[src/rtl/lampFPU_pkg.sv]
// Shared constants and types for the lampFPU fraction sqrt / inverse-sqrt unit.
package lampFPU_pkg;

  localparam int LAMP_FLOAT_F_DW = 7;

  typedef enum logic [1:0] {
    IDLE,
    SQRT,
    DIV,
    DONE
  } lampfpu_sqrt_state_t;

endpackage

[src/rtl/lampfpu_fract_sqrt_rsqrt_if.sv]
// Start/ready/valid handshake bundle between the lampFPU datapath and the sqrt/rsqrt unit.
interface lampfpu_fract_sqrt_rsqrt_if #(
  parameter int F_DW  = lampFPU_pkg::LAMP_FLOAT_F_DW,
  parameter int OUT_W = 2 * (1 + lampFPU_pkg::LAMP_FLOAT_F_DW)
);

  logic             flush_i;
  logic             start_i;
  logic             doSqrt_i;
  logic             doInvSqrt_i;
  logic [F_DW:0]    s_i;
  logic             oddExp_i;
  logic             ready_o;
  logic             valid_o;
  logic [OUT_W-1:0] result_o;
  logic             sticky_o;
  logic             divByZero_o;

  modport master (
    output flush_i, start_i, doSqrt_i, doInvSqrt_i, s_i, oddExp_i,
    input  ready_o, valid_o, result_o, sticky_o, divByZero_o
  );

  modport slave (
    input  flush_i, start_i, doSqrt_i, doInvSqrt_i, s_i, oddExp_i,
    output ready_o, valid_o, result_o, sticky_o, divByZero_o
  );

endinterface

[src/rtl/lampfpu_fract_div.sv]
// Restoring W-bit divider: one quotient bit per step, done after W steps.
// The dividend's upper half must be smaller than the divisor for the quotient to fit.
module lampfpu_fract_div #(
  parameter int W = 16
) (
  input  logic           clk,
  input  logic           rst,
  input  logic           load_i,
  input  logic           step_i,
  input  logic [2*W-1:0] dividend_i,
  input  logic [W-1:0]   divisor_i,
  output logic [W-1:0]   quot_o,
  output logic           rem_nz_o,
  output logic           done_o
);

  localparam int CNT_W = $clog2(W + 1);
  localparam logic [CNT_W-1:0] CNT_END = CNT_W'(W);

  logic [W-1:0]     rem_q, rem_d;
  logic [W-1:0]     quot_q, quot_d;
  logic [W-1:0]     divisor_q, divisor_d;
  logic [CNT_W-1:0] cnt_q, cnt_d;

  logic [W:0] sh;
  logic [W:0] diff;
  logic       ge;

  // The quotient register starts out holding the dividend's low half and shifts it into the remainder.
  always_comb begin
    sh   = {rem_q, quot_q[W-1]};
    diff = sh - {1'b0, divisor_q};
    ge   = (sh >= {1'b0, divisor_q});
  end

  always_comb begin
    // NOTE: every signal gets a default first so no path through this block can infer a latch.
    rem_d     = rem_q;
    quot_d    = quot_q;
    divisor_d = divisor_q;
    cnt_d     = cnt_q;
    if (load_i) begin
      rem_d     = dividend_i[2*W-1:W];
      quot_d    = dividend_i[W-1:0];
      divisor_d = divisor_i;
      cnt_d     = '0;
    end else if (step_i && (cnt_q != CNT_END)) begin
      rem_d  = ge ? diff[W-1:0] : sh[W-1:0];
      quot_d = {quot_q[W-2:0], ge};
      cnt_d  = cnt_q + CNT_W'(1);
    end
  end

  // NOTE: state registers use non-blocking assignments so every flop samples pre-edge values.
  always_ff @(posedge clk) begin
    if (rst) begin
      rem_q     <= '0;
      quot_q    <= '0;
      divisor_q <= '0;
      cnt_q     <= '0;
    end else begin
      rem_q     <= rem_d;
      quot_q    <= quot_d;
      divisor_q <= divisor_d;
      cnt_q     <= cnt_d;
    end
  end

  assign quot_o   = quot_q;
  assign rem_nz_o = |rem_q;
  assign done_o   = (cnt_q == CNT_END);

endmodule

[src/rtl/lampfpu_fract_sqrt_rsqrt.sv]
// Iterative fraction sqrt / inverse-sqrt: restoring sqrt recurrence, then an optional
// restoring division of 2^(2*(OUT_W-1)) by the root, one bit per cycle.
module lampfpu_fract_sqrt_rsqrt
  import lampFPU_pkg::*;
#(
  parameter int F_DW  = LAMP_FLOAT_F_DW,
  parameter int OUT_W = 2 * (1 + LAMP_FLOAT_F_DW)
) (
  input logic                       clk,
  input logic                       rst,
  lampfpu_fract_sqrt_rsqrt_if.slave io
);

  localparam int N_W   = 2 * OUT_W;
  localparam int CNT_W = $clog2(OUT_W + 1);
  localparam int SHAMT = 2 * (OUT_W - 1) - F_DW;
  localparam logic [CNT_W-1:0] CNT_LAST = CNT_W'(OUT_W - 1);
  localparam logic [CNT_W-1:0] CNT_END  = CNT_W'(OUT_W);
  localparam logic [OUT_W-1:0] SAT_LIM  = {2'b01, {(OUT_W-2){1'b0}}};
  localparam logic [N_W-1:0]   DIV_NUM  = {2'b01, {(N_W-2){1'b0}}};

  lampfpu_sqrt_state_t state_q, state_d;
  logic [CNT_W-1:0]    cnt_q, cnt_d;
  logic                inv_q, inv_d;
  logic [N_W-1:0]      n_q, n_d;
  logic [OUT_W+1:0]    r_q, r_d;
  logic [OUT_W-1:0]    q_q, q_d;
  logic [OUT_W-1:0]    result_q, result_d;
  logic                sticky_q, sticky_d;
  logic                dbz_q, dbz_d;
  logic                valid_q, valid_d;
  logic                ready_q, ready_d;

  logic [N_W-1:0]   s_ext, n_load, n_step;
  logic [OUT_W+1:0] r_sh, trial, r_step;
  logic             r_ge;
  logic [OUT_W-1:0] q_step;

  logic             div_load, div_step, div_done, div_rem_nz;
  logic [OUT_W-1:0] div_quot;

  // One root bit per step: bring down two radicand bits and try subtracting 4q+1.
  // The remainder never exceeds 2q, so its top two bits are zero before each shift.
  always_comb begin
    s_ext  = N_W'(io.s_i);
    n_load = io.oddExp_i ? (s_ext << (SHAMT + 1)) : (s_ext << SHAMT);
    n_step = n_q << 2;
    r_sh   = {r_q[OUT_W-1:0], n_q[N_W-1 -: 2]};
    trial  = {q_q, 2'b01};
    r_ge   = (r_sh >= trial);
    r_step = r_ge ? (r_sh - trial) : r_sh;
    q_step = {q_q[OUT_W-2:0], r_ge};
  end

  always_comb begin
    state_d  = state_q;
    cnt_d    = cnt_q;
    inv_d    = inv_q;
    n_d      = n_q;
    r_d      = r_q;
    q_d      = q_q;
    result_d = result_q;
    sticky_d = sticky_q;
    dbz_d    = dbz_q;
    div_load = 1'b0;
    div_step = 1'b0;

    unique case (state_q)
      IDLE: begin
        if (io.start_i && (io.doSqrt_i || io.doInvSqrt_i)) begin
          state_d = SQRT;
          inv_d   = io.doInvSqrt_i;
          n_d     = n_load;
          r_d     = '0;
          q_d     = '0;
          cnt_d   = '0;
        end
      end
      SQRT: begin
        if (cnt_q != CNT_END) begin
          n_d   = n_step;
          r_d   = r_step;
          q_d   = q_step;
          cnt_d = cnt_q + CNT_W'(1);
          // The divider is loaded with the final root as it is produced, saving a cycle.
          if (inv_q && (cnt_q == CNT_LAST)) begin
            state_d  = DIV;
            div_load = 1'b1;
          end
        end else begin
          state_d  = DONE;
          result_d = q_q;
          sticky_d = |r_q;
          dbz_d    = 1'b0;
        end
      end
      DIV: begin
        div_step = 1'b1;
        if (div_done) begin
          state_d = DONE;
          if (q_q <= SAT_LIM) begin
            result_d = '1;
            sticky_d = 1'b1;
          end else begin
            result_d = div_quot;
            sticky_d = (|r_q) | div_rem_nz;
          end
          dbz_d = (q_q == '0);
        end
      end
      DONE:    state_d = IDLE;
      default: state_d = IDLE;
    endcase

    if (io.flush_i) begin
      state_d  = IDLE;
      result_d = result_q;
      sticky_d = sticky_q;
      dbz_d    = dbz_q;
    end

    valid_d = (state_d == DONE);
    ready_d = (state_d == IDLE);
  end

  always_ff @(posedge clk) begin
    if (rst) begin
      state_q  <= IDLE;
      cnt_q    <= '0;
      inv_q    <= 1'b0;
      n_q      <= '0;
      r_q      <= '0;
      q_q      <= '0;
      result_q <= '0;
      sticky_q <= 1'b0;
      dbz_q    <= 1'b0;
      valid_q  <= 1'b0;
      ready_q  <= 1'b1;
    end else begin
      state_q  <= state_d;
      cnt_q    <= cnt_d;
      inv_q    <= inv_d;
      n_q      <= n_d;
      r_q      <= r_d;
      q_q      <= q_d;
      result_q <= result_d;
      sticky_q <= sticky_d;
      dbz_q    <= dbz_d;
      valid_q  <= valid_d;
      ready_q  <= ready_d;
    end
  end

  lampfpu_fract_div #(
    .W(OUT_W)
  ) u_div (
    .clk        (clk),
    .rst        (rst),
    .load_i     (div_load),
    .step_i     (div_step),
    .dividend_i (DIV_NUM),
    .divisor_i  (q_step),
    .quot_o     (div_quot),
    .rem_nz_o   (div_rem_nz),
    .done_o     (div_done)
  );

  assign io.ready_o     = ready_q;
  assign io.valid_o     = valid_q;
  assign io.result_o    = result_q;
  assign io.sticky_o    = sticky_q;
  assign io.divByZero_o = dbz_q;

endmodule

[src/flat_wrapper.sv]
// flat-port wrapper written by rule: the top's interface ports become plain ports
module lampfpu_fract_sqrt_rsqrt_flat import lampFPU_pkg::*;
#(
  parameter int F_DW  = LAMP_FLOAT_F_DW,
  parameter int OUT_W = 2 * (1 + LAMP_FLOAT_F_DW)
)
  (clk, rst, io_flush_i, io_start_i, io_doSqrt_i, io_doInvSqrt_i, io_s_i, io_oddExp_i, io_ready_o, io_valid_o, io_result_o, io_sticky_o, io_divByZero_o);
  lampfpu_fract_sqrt_rsqrt_if #(.F_DW(F_DW), .OUT_W(OUT_W)) io_i ();
  input logic clk;
  input logic rst;
  input wire logic [$bits(io_i.flush_i)-1:0] io_flush_i;
  input wire logic [$bits(io_i.start_i)-1:0] io_start_i;
  input wire logic [$bits(io_i.doSqrt_i)-1:0] io_doSqrt_i;
  input wire logic [$bits(io_i.doInvSqrt_i)-1:0] io_doInvSqrt_i;
  input wire logic [$bits(io_i.s_i)-1:0] io_s_i;
  input wire logic [$bits(io_i.oddExp_i)-1:0] io_oddExp_i;
  output wire logic [$bits(io_i.ready_o)-1:0] io_ready_o;
  output wire logic [$bits(io_i.valid_o)-1:0] io_valid_o;
  output wire logic [$bits(io_i.result_o)-1:0] io_result_o;
  output wire logic [$bits(io_i.sticky_o)-1:0] io_sticky_o;
  output wire logic [$bits(io_i.divByZero_o)-1:0] io_divByZero_o;
  assign io_i.flush_i = io_flush_i;
  assign io_i.start_i = io_start_i;
  assign io_i.doSqrt_i = io_doSqrt_i;
  assign io_i.doInvSqrt_i = io_doInvSqrt_i;
  assign io_i.s_i = io_s_i;
  assign io_i.oddExp_i = io_oddExp_i;
  assign io_ready_o = io_i.ready_o;
  assign io_valid_o = io_i.valid_o;
  assign io_result_o = io_i.result_o;
  assign io_sticky_o = io_i.sticky_o;
  assign io_divByZero_o = io_i.divByZero_o;
  lampfpu_fract_sqrt_rsqrt #(.F_DW(F_DW), .OUT_W(OUT_W)) u_core (.clk(clk), .rst(rst), .io(io_i));
endmodule
[config.mk]
export PLATFORM = sky130hd
export DESIGN_NAME = lampfpu_fract_sqrt_rsqrt_flat
export DESIGN_NICKNAME = d
export VERILOG_FILES = /design/src/rtl/lampFPU_pkg.sv /design/src/rtl/lampfpu_fract_sqrt_rsqrt_if.sv /design/src/rtl/lampfpu_fract_div.sv /design/src/rtl/lampfpu_fract_sqrt_rsqrt.sv /design/src/flat_wrapper.sv
export SDC_FILE = /design/constraint.sdc
export NUM_CORES = 1
export LEC_CHECK = 0
export ABC_AREA = 1
export CORE_MARGIN = 3
export CORE_UTILIZATION = 45
export CTS_BUF_LIST = sky130_fd_sc_hd__clkbuf_8
export DETAILED_ROUTE_END_ITERATION = 6
export SLEW_MARGIN = 20
export SYNTH_ARGS = -nofsm -noshare
export SYNTH_HDL_FRONTEND = slang
export SYNTH_HIERARCHICAL = 1
export SYNTH_SLANG_ARGS = --single-unit
[constraint.sdc]
create_clock -name clk -period 3.85 [get_ports clk]
set_clock_uncertainty 0.1 [all_clocks]
set_input_delay 0.385 -clock clk [delete_from_list [all_inputs] [get_ports clk]]
set_output_delay 0.385 -clock clk [all_outputs]
set_load 0.05 [all_outputs]
== Word level (Yosys, flattened, before mapping) ==
Cells that the tools add are included.
Storage, ports and cells
  output and inout bits: 20
  RAM bits: 0
  ROM bits: 0
  memories: 0
  flip-flop bits (word level): 147
  latch bits: 0
  logic and storage cells: 91
  input port bits: 15
Cells by class
  eq/ne operators: 12
  reductions and logical operators: 16
  shifts and indexed selects: 0
  multiply operators: 0
  add/sub/neg operators: 4
  div/mod/pow operators: 0
  order comparisons: 3
  muxes and demuxes: 38
  bitwise operators: 2
Operators with widths (number)
  $mux W16: 6
  $mux W32: 3
  $pmux W16 S2: 2
  $pmux W32 S2: 1
  $mux W18: 3
  $pmux W18 S2: 1
  $mux W15: 2
  $ge A18 B18 Y1: 1
  $reduce_or A18 Y1: 1
  $sub A18 B18 Y18: 1
  $ge A17 B16 Y1: 1
  $le A16 B15 Y1 const B: 1
  $logic_not A16 Y1: 1
  $reduce_or A16 Y1: 1
  $sub A16 B16 Y16: 1
  $add A5 B1 Y5 const B: 2
  $mux W2: 5
  $mux W5: 2
  $ne A5 B5 Y1 const B: 2
  $pmux W5 S2: 1
  $mux W1: 9
  $pmux W2 S4: 1
  $eq A2 B2 Y1 const B: 3
  $ne A2 B1 Y1 const B: 3
  15 further kinds: 21

== Longest topological paths before layout ==
Gate-level depths: netlist of run 1.
  depth in word-level cells: 7
  depth in mapped cells: 15

== Hierarchy ==
Netlist of run 1, hierarchy kept.
By module, submodules not included
  lampfpu_fract_sqrt_rsqrt: instances 1, cells an instance 663, area each 4548.1 um^2
  lampfpu_fract_div: instances 1, cells an instance 540, area each 3479.6 um^2

== Worst setup path before layout of run 1 ==
OpenSTA, ideal clock, no wires.
  kind: flip-flop to flip-flop
  start: register u_core.state_q[1]
  end: register u_core.u_div.divisor_q[10]
  path slack: 1722 ps
  period minus slack after synthesis: 2128 ps
  library setup time: 132 ps
  stages on the path, launching flop included: 13
  data arrival time: 1896 ps
  cell sequence: dfxtp_1 > inv_1 > ha_1 > buf_2 > inv_2 > nor2_1 > inv_2 > nor2_1 > buf_2 > inv_1 > clkbuf_1 > clkbuf_1 > a21oi_1
On the way
  cells in the longest elaborated chain, start to end: 2
Ends and longest elaborated chain
  start: declaration: RTL line lampfpu_fract_sqrt_rsqrt.sv:22  | lampfpu_sqrt_state_t state_q, state_d;
  start signal: assignment: RTL line lampfpu_fract_sqrt_rsqrt.sv:140  | state_q <= state_d;
  $eq A2 B1 Y1: RTL line lampfpu_fract_sqrt_rsqrt.sv:68  | unique case (state_q)
  $mux W1: RTL line lampfpu_fract_sqrt_rsqrt.sv:68
  net u_core.div_load: RTL line lampfpu_fract_sqrt_rsqrt.sv:39  | logic div_load, div_step, div_done, div_rem_nz;
  end signal: assignment: RTL line lampfpu_fract_div.sv:64  | divisor_q <= divisor_d;
  end: declaration: RTL line lampfpu_fract_div.sv:22  | logic [W-1:0] divisor_q, divisor_d;
The timed path passes the listed nets, and every way through them passes these cells.
A chain may end at the register's enable or synchronous reset.

== Final worst setup path of run 1 ==
  start: register u_core.state_q[0]
  end: register u_core.u_div.rem_q[5]
On the way
  cells in the longest elaborated chain, start to end: 3
Ends and longest elaborated chain
  $eq A2 B2 Y1: RTL line lampfpu_fract_sqrt_rsqrt.sv:68
  $mux W1: RTL line lampfpu_fract_sqrt_rsqrt.sv:68
  net u_core.div_step: RTL line lampfpu_fract_sqrt_rsqrt.sv:39
  $logic_and A1 B1 Y1: RTL line lampfpu_fract_div.sv:47  | end else if (step_i && (cnt_q != CNT_END)) begin
  end signal: assignment: RTL line lampfpu_fract_div.sv:62  | rem_q <= rem_d;
  end: declaration: RTL line lampfpu_fract_div.sv:20  | logic [W-1:0] rem_q, rem_d;
The timed path passes the listed nets, and every way through them passes these cells.

==> results of run 1 <==
per-layer routing:
metal / up-vias / track usage, % / wire (um)
met5: - / 0 / 0
met1: 3586 / 30.1 / 10200
li1: 4014 / - / -
met4: 0 / 7.60 / 519
met3: 34 / 3.47 / 764
met2: 143 / 39.4 / 10900
worst max-delay path, cell delays in order (launching register included):
cell and delay (ps):
dfxtp_1 380, inv_1 100, ha_1 460, nand2_1 340
inv_1 140, nor2_4 540, buf_4 330, nor2_1 60
nand2_1 60, a21oi_1 50
through the flow:
step | total power [uW] | utilization, % | setup slack (ps) | cells
2_1_floorplan | 1820 | - | 1720 | 1233
3_3_place_gp | 1970 | 49.3 | 1170 | 1446
3_5_place_dp | 1970 | 49.3 | 1190 | 1446
4_1_cts | 3220 | 51.7 | 1160 | 1478
5_1_grt | 3360 | 51.7 | 834 | 1478
6_report | 3200 | 51.7 | 1150 | 1478
synthesized netlist by cell type, drive strengths merged, types with 18 or more instances:
cell type / number / share of area [%]
dfxtp: 124 / 31
a21oi: 123 / 7.9
nand2: 315 / 15
inv: 137 / 6.4
nand3b: 18 / 1.7
a211oi: 18 / 1.7
buf: 28 / 2.3
or2: 21 / 1.6
clkbuf: 26 / 1.2
o21ai: 65 / 4.1
nor2: 93 / 5.0
nand3: 88 / 5.8
ha: 43 / 6.7
layout make-up:
| cell class | instances | area [sq um] | area share (%) |
|---|---|---|---|
| well taps | 225 | 282 | 3.14 |
| flip-flops and latches | 124 | 2480 | 27.7 |
| multi-input cells | 917 | 4860 | 54.1 |
| clock inverters | 14 | 181 | 2.02 |
| clock buffers | 18 | 248 | 2.76 |
| inverters | 138 | 518 | 5.77 |
| repair buffers | 42 | 408 | 4.54 |
flip-flops by register name, summed over array words and instances (netlist names):
register,count
u_core/cnt_q,5
u_core/u_div/divisor_q,16
u_core/io.sticky_o,1
u_core/io.ready_o,1
u_core/q_q,16
u_core/io.result_o,16
u_core/io.divByZero_o,1
u_core/r_q,18
u_core/io.valid_o,1
u_core/n_q,9
u_core/u_div/rem_q,16
u_core/state_q,2
u_core/u_div/cnt_q,5
u_core/u_div/quot_o,16
u_core/inv_q,1
cells in the final DEF, fill, tap and decap left out, types with 4 or more instances in the layout:
| cell | n |
|---|---|
| conb_1 | 32 |
| dfxtp_1 | 124 |
| nand2_2 | 12 |
| nand4_1 | 11 |
| clkdlybuf4s50_1 | 33 |
| or2_2 | 17 |
| a211oi_1 | 18 |
| xnor2_1 | 7 |
| nor2_1 | 82 |
| nor3_1 | 8 |
| nor2_2 | 7 |
| a21oi_1 | 119 |
| clkbuf_8 | 18 |
| nor4_1 | 10 |
| nand3b_1 | 18 |
| o21ai_0 | 61 |
| inv_2 | 4 |
| a22oi_1 | 4 |
| inv_1 | 133 |
| nand2_4 | 4 |
| o22ai_1 | 16 |
| inv_6 | 6 |
| xor2_1 | 10 |
| nand3_1 | 84 |
| ha_1 | 43 |
| buf_4 | 7 |
| nand2_1 | 299 |
| a31oi_1 | 17 |
power by group through the flow:
stage	clock network, uW	registers (uW)	logic, uW
final	1250	1380	571
after CTS	1280	1380	570
after floorplan	0	1430	398
after global routing	1340	1380	640
after detailed placement	0	1410	567
after global placement	0	1410	566
worst paths after layout:
| check | to | cells past startpoint | slack (ps) |
|---|---|---|---|
| worst max register to register | u_core/u_div/rem_q[5] | 9 | 1150 |
| worst min register to register | u_core/u_div/divisor_q[2] | 2 | 370 |
| worst max-delay path | u_core/u_div/rem_q[5] | 9 | 1150 |
| worst min-delay path | u_core/u_div/divisor_q[2] | 2 | 370 |
kinds of logic (layout without fill, tap and decap cells):
group / after synthesis / in the layout / synth area share [%]
AO/OA/AOI/OAI: 255 / 255 / 17.9
buffers and inverters: 192 / 212 / 9.99
AND/OR/NAND/NOR: 569 / 569 / 32.2
XOR/XNOR: 17 / 17 / 1.85
adder cells (fa/ha/maj): 44 / 44 / 6.95
other: 2 / 32 / 0.0936
flip-flops: 124 / 124 / 30.9
==> results.md, run 1 <==
- P_sw: 1010 uW
- Kind of critical path: register to register
- Hold Crit Class: register to register
- Total iterations of the first detailed-routing run: 5
- Leak: 0.00401 uW
- DR DRC count: 0
- Crit end category: register
- CP startpoint kind: register
- Max Cap Viol: 0
- Clk_lat worst skew: 440 ps
- Ys async rst share: 0%
- Post-Synthesis Cells: 1203
- Vias in the first global route: 7428
- CP arrival: 2900 ps
- Fill cells: 1794
- Worst-path clk slew: 80 ps
- Core box area: 17400 sq um
- CTS sink count: 124
- Synth Warn #: 6
- Die area: 19500 sq um
- Hold_buf cts: 0
- Power per cell area: 356 nW/um^2
- Final slew viol count: 0
- Synth Area per Inst: 6.67 sq um
- RSZ-0062 raised after global routing: no
- ANT cells: 0
- DRT iter0 DRCs: 500
- Fin Hold WS: 369 ps
- First-pass GRT wire length: 37200 um
- Post-DP HPWL: 16500 um
- Largest net degree at the start of global routing: 43
- Rows: 48
- Setup TNS Final: 0 ps
- Initial antenna violation count: 0
- Via count: 7777
- Final net count: 1299
- Slew HR: 50.9%
- Seq/Total Area, Yosys: 30.9%
- Final setup viols: 0
- Flop pwr share: 43.0%
- DIE HEIGHT: 140 um
- HP Start: u_core/u_div/divisor_q[2]
- Cts bufs inserted: 17
- Worst VDD drop: 0.000360 V
- I/O Buffers: 34
- Logic pwr share: 17.9%
- Root Driver: clkbuf_8
- Post-CTS sizing: 0
- Htree depth: 4
- CTS tree: done
- Int Pwr: 2190 uW
- Post-CTS Setup Repair Bufs: 0
- Main synth FF type: dfxtp_1
- CTS Buffer Depth: 2
- Total GRT Usage: 23.1%
- Achievable Freq: 370 MHz
- Crit path max fanout: 30
- DR WL/cell: 15.2 um
- Measured slew at the worst slew-check pin: 736 ps
- Placed Area: 8550 sq um
- Post-route minimum period: 2700 ps
- Clk pwr share: 39.1%
- Grt ovf: 0
- Syn-to-layout area delta: 11.8%
- Switching Share: 31.6%
- Crit share post-route: 70.2%
- Cell Area, Synth: 8030 sq um
- FF+latch count, synth: 124
- Yosys cell types: 50
- Initial cell density of the core: 46.3%
- Post-Route WL: 22400 um
- Share of layout cells above drive strength 1: 7.98%
- Design area: 8980 sq um
- Critical Path RT: 4050 ps
- Drt via density: 5.26
- Outcome: finished clean
- Die Wd: 140 um
- Reg2reg start: u_core/state_q[0]
- Number of synthesized flops with an enable pin: 0
- Worst Setup SP: u_core/state_q[0]
- DRT antenna net count: 0
- Final GP Congestion: 0.898
- Ports: 35
- Final hold violation count: 0
Power figures use the tool's default switching activity.
==> inputs of run 2 (changes only) <==
==> constraint.sdc (replaced) <==
create_clock -name clk -period 2.6 [get_ports clk]
set_clock_uncertainty 0.1 [all_clocks]
set_input_delay 0.26 -clock clk [delete_from_list [all_inputs] [get_ports clk]]
set_output_delay 0.26 -clock clk [all_outputs]
set_load 0.05 [all_outputs]
==> results.md, run 2 (same netlist as run 1, synthesis figures left out) <==
- Outcome: finished clean
- Most flop-heavy register: u_core/r_q
- Reg2reg start: u_core/q_q[7]
- Final setup viols: 0
- Crit share post-route: 91.4%
- Slowest CP cell: dfxtp_1
- Power per cell area: 505 nW/um^2
- Htree depth: 4
- CP arrival: 2620 ps
- Syn-to-layout area delta: 14.0%
- Critical Path RT: 2840 ps
- Initial antenna violation count: 0
- HP Start: rst
- Worst VDD drop: 0.000334 V
- Hold Path Depth: 2
- Crit path max fanout: 20
- Fin Hold WS: 98.5 ps
- Initial cell density of the core: 46.3%
- Most common cell after layout, fill and taps aside: nand2_1
- CTS sink count: 124
- CP max stage delay: 490 ps
- Die area: 19500 sq um
- CP startpoint kind: register
- Hold Crit Class: input pin to register
- RSZ-0062 raised after global routing: no
- Max Cap Viol: 0
- Post-layout util: 52.7%
- Worst-path clk slew: 80 ps
- Largest net degree at the start of global routing: 57
- DR WL/cell: 15.0 um
- Total GRT Usage: 22.8%
- Hold Path End: u_core/n_q[23]
- First-pass GRT wire length: 36200 um
- Drt via density: 5.23
- Leak: 0.00411 uW
- CTS tree: done
- CTS Buffer Depth: 2
- Post-route minimum period: 2380 ps
- Final GP Congestion: 0.931
- Rows: 48
- Die Wd: 140 um
- Achievable Freq: 421 MHz
- Final net count: 1320
- Max reg flops: 18
- Flop-to-flop setup slack: 220 ps
- Total iterations of the first detailed-routing run: 6
- Grt ovf: 0
- Crit end category: register
- Root Driver: clkbuf_8
- Setup TNS Final: 0 ps
- DR DRC count: 0
- Post-DP HPWL: 16400 um
- Final slew viol count: 0
- Ports: 35
- Slew HR: 35.2%
- I/O Buffers: 34
- Cts bufs inserted: 17
- Post-Route WL: 22400 um
- RR Endpoint: u_core/r_q[17]
- CP Cell Sequence: inv_1, ha_1, nand2_2, nor2_2, nand3_1, nand3_2, nand3_4, nand2_4, nand3_1, nand2_1, a21oi_2
- Vias in the first global route: 7207
- Cells on worst reg2reg path: 11
- Clk_lat worst skew: 450 ps
- Core box area: 17400 sq um
- Hold_buf cts: 0
- DRT antenna net count: 0
- Via count: 7840
- Most used cell, CP: nand3_1
- Kind of critical path: register to register
- DIE HEIGHT: 140 um
- Most frequent cells in the layout: nand2_1 (299), inv_1 (132), dfxtp_1 (124), a21oi_1 (119), nand3_1 (84)
- Share of layout cells above drive strength 1: 9.58%
- Measured slew at the worst slew-check pin: 970 ps
- Final hold violation count: 0
- DRT iter0 DRCs: 492
- ANT cells: 0
run 2: cell type report:
class                   count  area (sq um)
flip-flops and latches    124          2480
inverters                 138           522
multi-input cells         918          4870
clock inverters            15           163
repair buffers             62           601
clock buffers              17           234
well taps                 225           282
fillers                  1812          8200
run 2: worst max-delay path by stage:
stage	from	to	slack, ps	cells after the start
global route	u_core/q_q[7]	u_core/r_q[1]	10	11
CTS	u_core/cnt_q[0]	u_core/u_div/rem_q[8]	80	11
floorplan	u_core/state_q[1]	u_core/u_div/divisor_q[10]	470	12
global placement	u_core/cnt_q[0]	u_core/u_div/rem_q[8]	230	11
finish	u_core/q_q[7]	u_core/r_q[17]	220	11
detailed placement	u_core/cnt_q[0]	u_core/u_div/rem_q[8]	140	11
run 2: report_power, final:
group | switching [uW] | internal, uW | total, uW | leakage [uW]
sequential | 58.3 | 1960 | 2020 | 0.00101
combinational | 584 | 300 | 884 | 0.00291
clock | 856 | 865 | 1720 | 0.000194
run 2: metrics by stage:
step / std cells / worst slack [ps] / instance area [sq um] / total power (uW)
2_1_floorplan: 1233 / 472 / 8140 / 2700
3_3_place_gp: 1462 / 226 / 8690 / 2950
3_5_place_dp: 1462 / 137 / 8690 / 2940
4_1_cts: 1494 / 82.9 / 9090 / 4670
5_1_grt: 1499 / 10.6 / 9150 / 4880
6_report: 1499 / 225 / 9150 / 4630
run 2: timing repair:
item                       CTS  global route
gates resized for setup      0             2
setup endpoints to repair    0            29
buffers inserted             0             3
run 2: critical path: cells and delay by family, from the launching register on:
family / cells / cell delay (ps)
AO/OA/AOI/OAI: 1 / 50
adder cells (fa/ha/maj): 1 / 380
flip-flops: 1 / 490
buffers and inverters: 1 / 110
AND/OR/NAND/NOR: 8 / 1140
run 2: metal layers:
metal	vias up	global-route usage (%)	routed length, um
met2	177	36.1	10200
met4	0	7.90	563
met5	-	0	0
met1	3563	31.4	10700
li1	4065	-	-
met3	35	4.09	1030
==> variant 1 (flow settings as in run 1) <==
Encoding of `lampfpu_sqrt_state_t`: now one-hot (4 bits for 4 states).
--- a/src/rtl/lampFPU_pkg.sv
+++ b/src/rtl/lampFPU_pkg.sv
@@ -3,11 +3,11 @@
 
   localparam int LAMP_FLOAT_F_DW = 7;
 
-  typedef enum logic [1:0] {
-    IDLE,
-    SQRT,
-    DIV,
-    DONE
+  typedef enum logic [3:0] {
+    IDLE = 4'b0001,
+    SQRT = 4'b0010,
+    DIV  = 4'b0100,
+    DONE = 4'b1000
   } lampfpu_sqrt_state_t;
 
 endpackage
Check against the original RTL: no difference found for any inputs over 10 cycles, from zero or initial values and one cycle with rst high; not proved beyond that.
==> variant 1 against run 1 <==
Synthesized area decreased by 1.7%. Sequential cell count increased by 2. Routed wire length decreased by 3.8%. Setup slack improved by 0.030 ns. Cell area decreased by 2.2%. Count of clock-buffer cells in the layout decreased by 1. Hold slack got worse by 0.030 ns. Highest routed layer unchanged.
Power is not compared: it rests on default switching activity, and its combinational part moved more than twofold at a synthesized area within 25%.
==> variant 1: results (changes against run 1) <==
[outcome]
outcome = finished, final reports clean

[synthesis]
ys.warnings.count = 6  ; unchanged
synthDistinctLibCells = 44  ; -12%
synth-main-ff-cell = dfxtp_1
synth-async-reset-ratio_pct = 0  ; unchanged
synth_top_area_share_pct = 32.0  ; +1.0 points
seq_area_frac_synth_pct = 32.0  ; +1.0 points
synth.area.top_cells = dfxtp_1, nand2_1, a21oi_1
synth_common_cells = nand2_1, inv_1, dfxtp_1, a21oi_1, nor2_1

[setup_path]
cpMaxStageDelayCell = nor2_2
r2r_cells = 7  ; -2
r2r_end = u_core/u_div/rem_q[12]
path_max_fanout = 20  ; -33%
critical_path.top_delay_family = simple AND/OR/NAND/NOR gates
crit_arrival_ns = 2.94  ; +0.04 ns
r2r-start = u_core/state_q[3]
slowest_delay_ns = 0.74  ; +0.20 ns

[clocking]
clock_path_buffers = 2  ; unchanged
cts_root_buffer = clkbuf_8
clk_pin_slew_ns = 0.09
cts_buffers = 17  ; unchanged
cts_resized = 0  ; unchanged
clkLatencyLatePin_ns = 0.44  ; about the same
postCtsSetupBuffers = 0  ; unchanged
h-tree-depth = 4  ; unchanged

[timing]
relSlewSlack_pct = 41.7  ; -9.2 points
hold_viol = 0  ; unchanged
setup_ws_ns = 1.18  ; +0.0299 ns

[grt]
use_met1_pct = 33.1  ; +3.0 points
grt_pass1_wl_um = 35700  ; -4.1%
grt_pass1_vias = 6869  ; -7.5%
track_usage_pct = 22.4  ; -0.69 points
grtUsageMet2_pct = 33.9  ; -5.5 points
antenna_found_initial = 0  ; unchanged
grt_max_degree = 59  ; +37%
use_met3_pct = 3.97  ; +0.50 points

[place]
pre_cts_slack_ns = 1.24  ; +0.0531 ns
io_buffers = 34  ; unchanged
hpwl_um = 15500  ; -5.6%
routabilityCongestion = 0.886  ; -1.3%

[finish]
drive_gt1_share_pct = 7.19  ; -0.79 points
insertedDiodeCount = 0  ; unchanged
layout.nets = 1293  ; -0.46%
regMostFlops = u_core/r_q
largest_reg_flops = 18  ; unchanged

[hold_path]
hold_path_depth = 2  ; unchanged
hold_start = rst
hold_path_class = in -> reg
hold_end = u_core/u_div/quot_o[11]

[drt]
drt_iter0_markers = 666  ; +33%
routed.top_layer = met4
met2_length_um = 9420  ; -14%
wl_per_cell_um = 14.7  ; -3.4%
wl_met1_um = 10900  ; +6.8%
wl_met3_um = 954  ; +25%
drt-vias-per-instance = 5.15  ; -2.1%
drt_pre_antenna_iters = 5  ; unchanged

[pwr]
p_leak_uw = 0.00385
peakVddDrop_mv = 0.216

[variant 1: report_power, final]
part           switching [uW]  leakage (uW)  internal (uW)
registers                6.38       0.00102           1310
logic                     150       0.00264           73.6
clock network             613      0.000193            481
[variant 1: area by class of cell]
class,count,area [sq um]
Sequential cell,126,2520
Inverter,135,507
Tap cell,220,275
Clock buffer,17,234
Fill cell,1736,8100
Timing Repair Buffer,43,403
Clock inverter,15,141
Multi-Input combinational cell,915,4700
[variant 1: cell families after synthesis]
family | synth area share, %
XOR/XNOR | 1.78
other | 0.0952
adder cells (fa/ha/maj) | 6.44
buffers and inverters | 9.97
flip-flops | 32.0
AO/OA/AOI/OAI | 15.9
AND/OR/NAND/NOR | 33.9
[variant 1: stage by stage]
stage | area [sq um] | util (%) | hold slack [ns] | std cells
floorplan | 8000 | - | 0.337 | 1227
global placement | 8400 | 49.8 | 0.351 | 1439
detailed placement | 8400 | 49.8 | 0.353 | 1439
CTS | 8780 | 52.0 | 0.313 | 1471
global route | 8780 | 52.0 | 0.352 | 1471
finish | 8780 | 52.0 | 0.339 | 1471
[variant 1: how the worst max path moves through the flow]
stage | cells after the start | endpoint | from
4_1_cts | 7 | u_core/u_div/rem_q[12] | u_core/state_q[3]
5_1_grt | 7 | u_core/u_div/quot_o[2] | u_core/state_q[3]
3_3_place_gp | 11 | u_core/u_div/divisor_q[2] | u_core/cnt_q[1]
3_5_place_dp | 7 | u_core/u_div/rem_q[12] | u_core/state_q[0]
2_1_floorplan | 11 | u_core/u_div/divisor_q[0] | u_core/cnt_q[1]
6_report | 7 | u_core/u_div/rem_q[12] | u_core/state_q[3]
==> variant 2 (settings of run 1) <==
Made on the original files. Set the package constant `LAMP_FLOAT_F_DW` to 14 (it was 7).
--- a/src/rtl/lampFPU_pkg.sv
+++ b/src/rtl/lampFPU_pkg.sv
@@ -1,7 +1,7 @@
 // Shared constants and types for the lampFPU fraction sqrt / inverse-sqrt unit.
 package lampFPU_pkg;
 
-  localparam int LAMP_FLOAT_F_DW = 7;
+  localparam int LAMP_FLOAT_F_DW = 14;
 
   typedef enum logic [1:0] {
     IDLE,
Interface: changed (resized io_result_o and io_s_i); port bits go from 35 to 56. The function was not compared with the original's and may differ.
==> variant 2 against run 1 <==
Setup slack got worse by 0.41 ns. Sequential cell count rose by 91. Sequential share of layout area decreased by 2.1 points. Power up 73%. Routed wire length is 110% higher. Count of clock-buffer cells in the layout increased by 30. Synthesized area increased by 88%. Cell area grew 88%. Critical path type unchanged. Highest routed layer unchanged.
==> variant 2: results (changes against run 1) <==
[clocking]
clock_path_buffers = 3  ; +1
cts_root_buffer = clkbuf_8
cts_buffers = 40  ; +23
clkLatencyLatePin_ns = 0.57  ; +0.13 ns
clk_pin_slew_ns = 0.06  ; -0.02 ns
h-tree-depth = 2  ; -2

[synthesis]
synth_fa_ha_area_share_pct = 6.02  ; -0.93 points
synthDistinctLibCells = 54  ; +8.0%
synth_xor_area_share_pct = 1.80  ; -0.055 points
synth_common_cells = nand2_1, inv_1, dfxtp_1, a21oi_1, nor2_1
synth_compound_area_share_pct = 17.3  ; -0.60 points
synth.avg_cell_area_sq_um = 6.27  ; -6.1%
seq_area_frac_synth_pct = 28.5  ; -2.4 points
synth.area.top_cells = dfxtp_1, nand2_1, inv_1
synth-async-reset-ratio_pct = 0  ; unchanged

[place]
hpwl_um = 36000  ; +120%
io_buffers = 55  ; +62%
pre_cts_slack_ns = 0.777  ; -0.413 ns
placed_area_sq_um = 16100  ; +88%
routabilityCongestion = 0.956  ; +6.5%

[setup_path]
slowest_delay_ns = 0.56  ; +0.02 ns
path_max_fanout = 34  ; +13%
crit_arrival_ns = 3.41  ; +0.51 ns
cpMaxStageDelayCell = dfxtp_1
critical_path.top_delay_family = simple AND/OR/NAND/NOR gates

[drt]
vias = 15300  ; +97%
met2_length_um = 22100  ; +100%
wl_met1_um = 21800  ; +110%
drt_iter0_markers = 1211  ; +140%
wl_met3_um = 2060  ; +170%
drt_wl_total_um = 47400  ; +110%

[finish]
largest_reg_flops = 32  ; +14
drive_gt1_share_pct = 7.35  ; -0.63 points
layout.nets = 2573  ; +98%
layout.cells.non_filler = 2946  ; +99%

[grt]
grt_pass1_wl_um = 76400  ; +110%
antenna_found_initial = 0  ; unchanged
grtUsageMet2_pct = 44.4  ; +5.0 points
grt_pass1_vias = 14600  ; +96%
use_met3_pct = 3.80  ; +0.32 points
track_usage_pct = 26.3  ; +3.1 points
grt_max_degree = 80  ; +86%
use_met1_pct = 34.4  ; +4.3 points

[hold_path]
hold_path_class = in -> reg
hold_start = rst

[pwr]
peakVddDrop_mv = 0.230  ; -36%
powerClk_uw = 2230  ; +78%
p_leak_uw = 0.00812  ; +100%
seq_power_share_pct = 42.9  ; about the same
p_seq_uw = 2380  ; +72%
swShare_pct = 30.7  ; -0.93 points

[outcome]
outcome = finished, final reports clean

[timing]
relSlewSlack_pct = 32.9  ; -18 points
setup_tns_ns = 0  ; unchanged

variant 2: changes by cell type after synthesis, moves of 18 or more:
| cell | change |
|---|---|
| a21oi_1 | +76 |
| o21ai_0 | +49 |
| inv_1 | +198 |
| a31oi_1 | +18 |
| nor2_1 | +93 |
| clkbuf_1 | +34 |
| dfxtp_1 | +91 |
| nand2_1 | +415 |
| ha_1 | +28 |
| a21oi_2 | +18 |
| nand3_1 | +75 |
variant 2: path summary, 6_finish.rpt:
check | end | slack [ns] | cells past startpoint
max | u_core/r_q[25] | 0.74 | 14
min | u_core/n_q[45] | 0.11 | 2
max reg2reg | u_core/r_q[25] | 0.74 | 14
min reg2reg | u_core/u_div/divisor_q[29] | 0.36 | 2
variant 2: cell type report:
| class | instances | area, sq um |
|---|---|---|
| inverters | 346 | 1300 |
| repair buffers | 75 | 723 |
| well taps | 442 | 553 |
| multi-input cells | 1801 | 9190 |
| fillers | 3473 | 15900 |
| clock buffers | 48 | 661 |
| flip-flops and latches | 215 | 4300 |
| clock inverters | 19 | 139 |
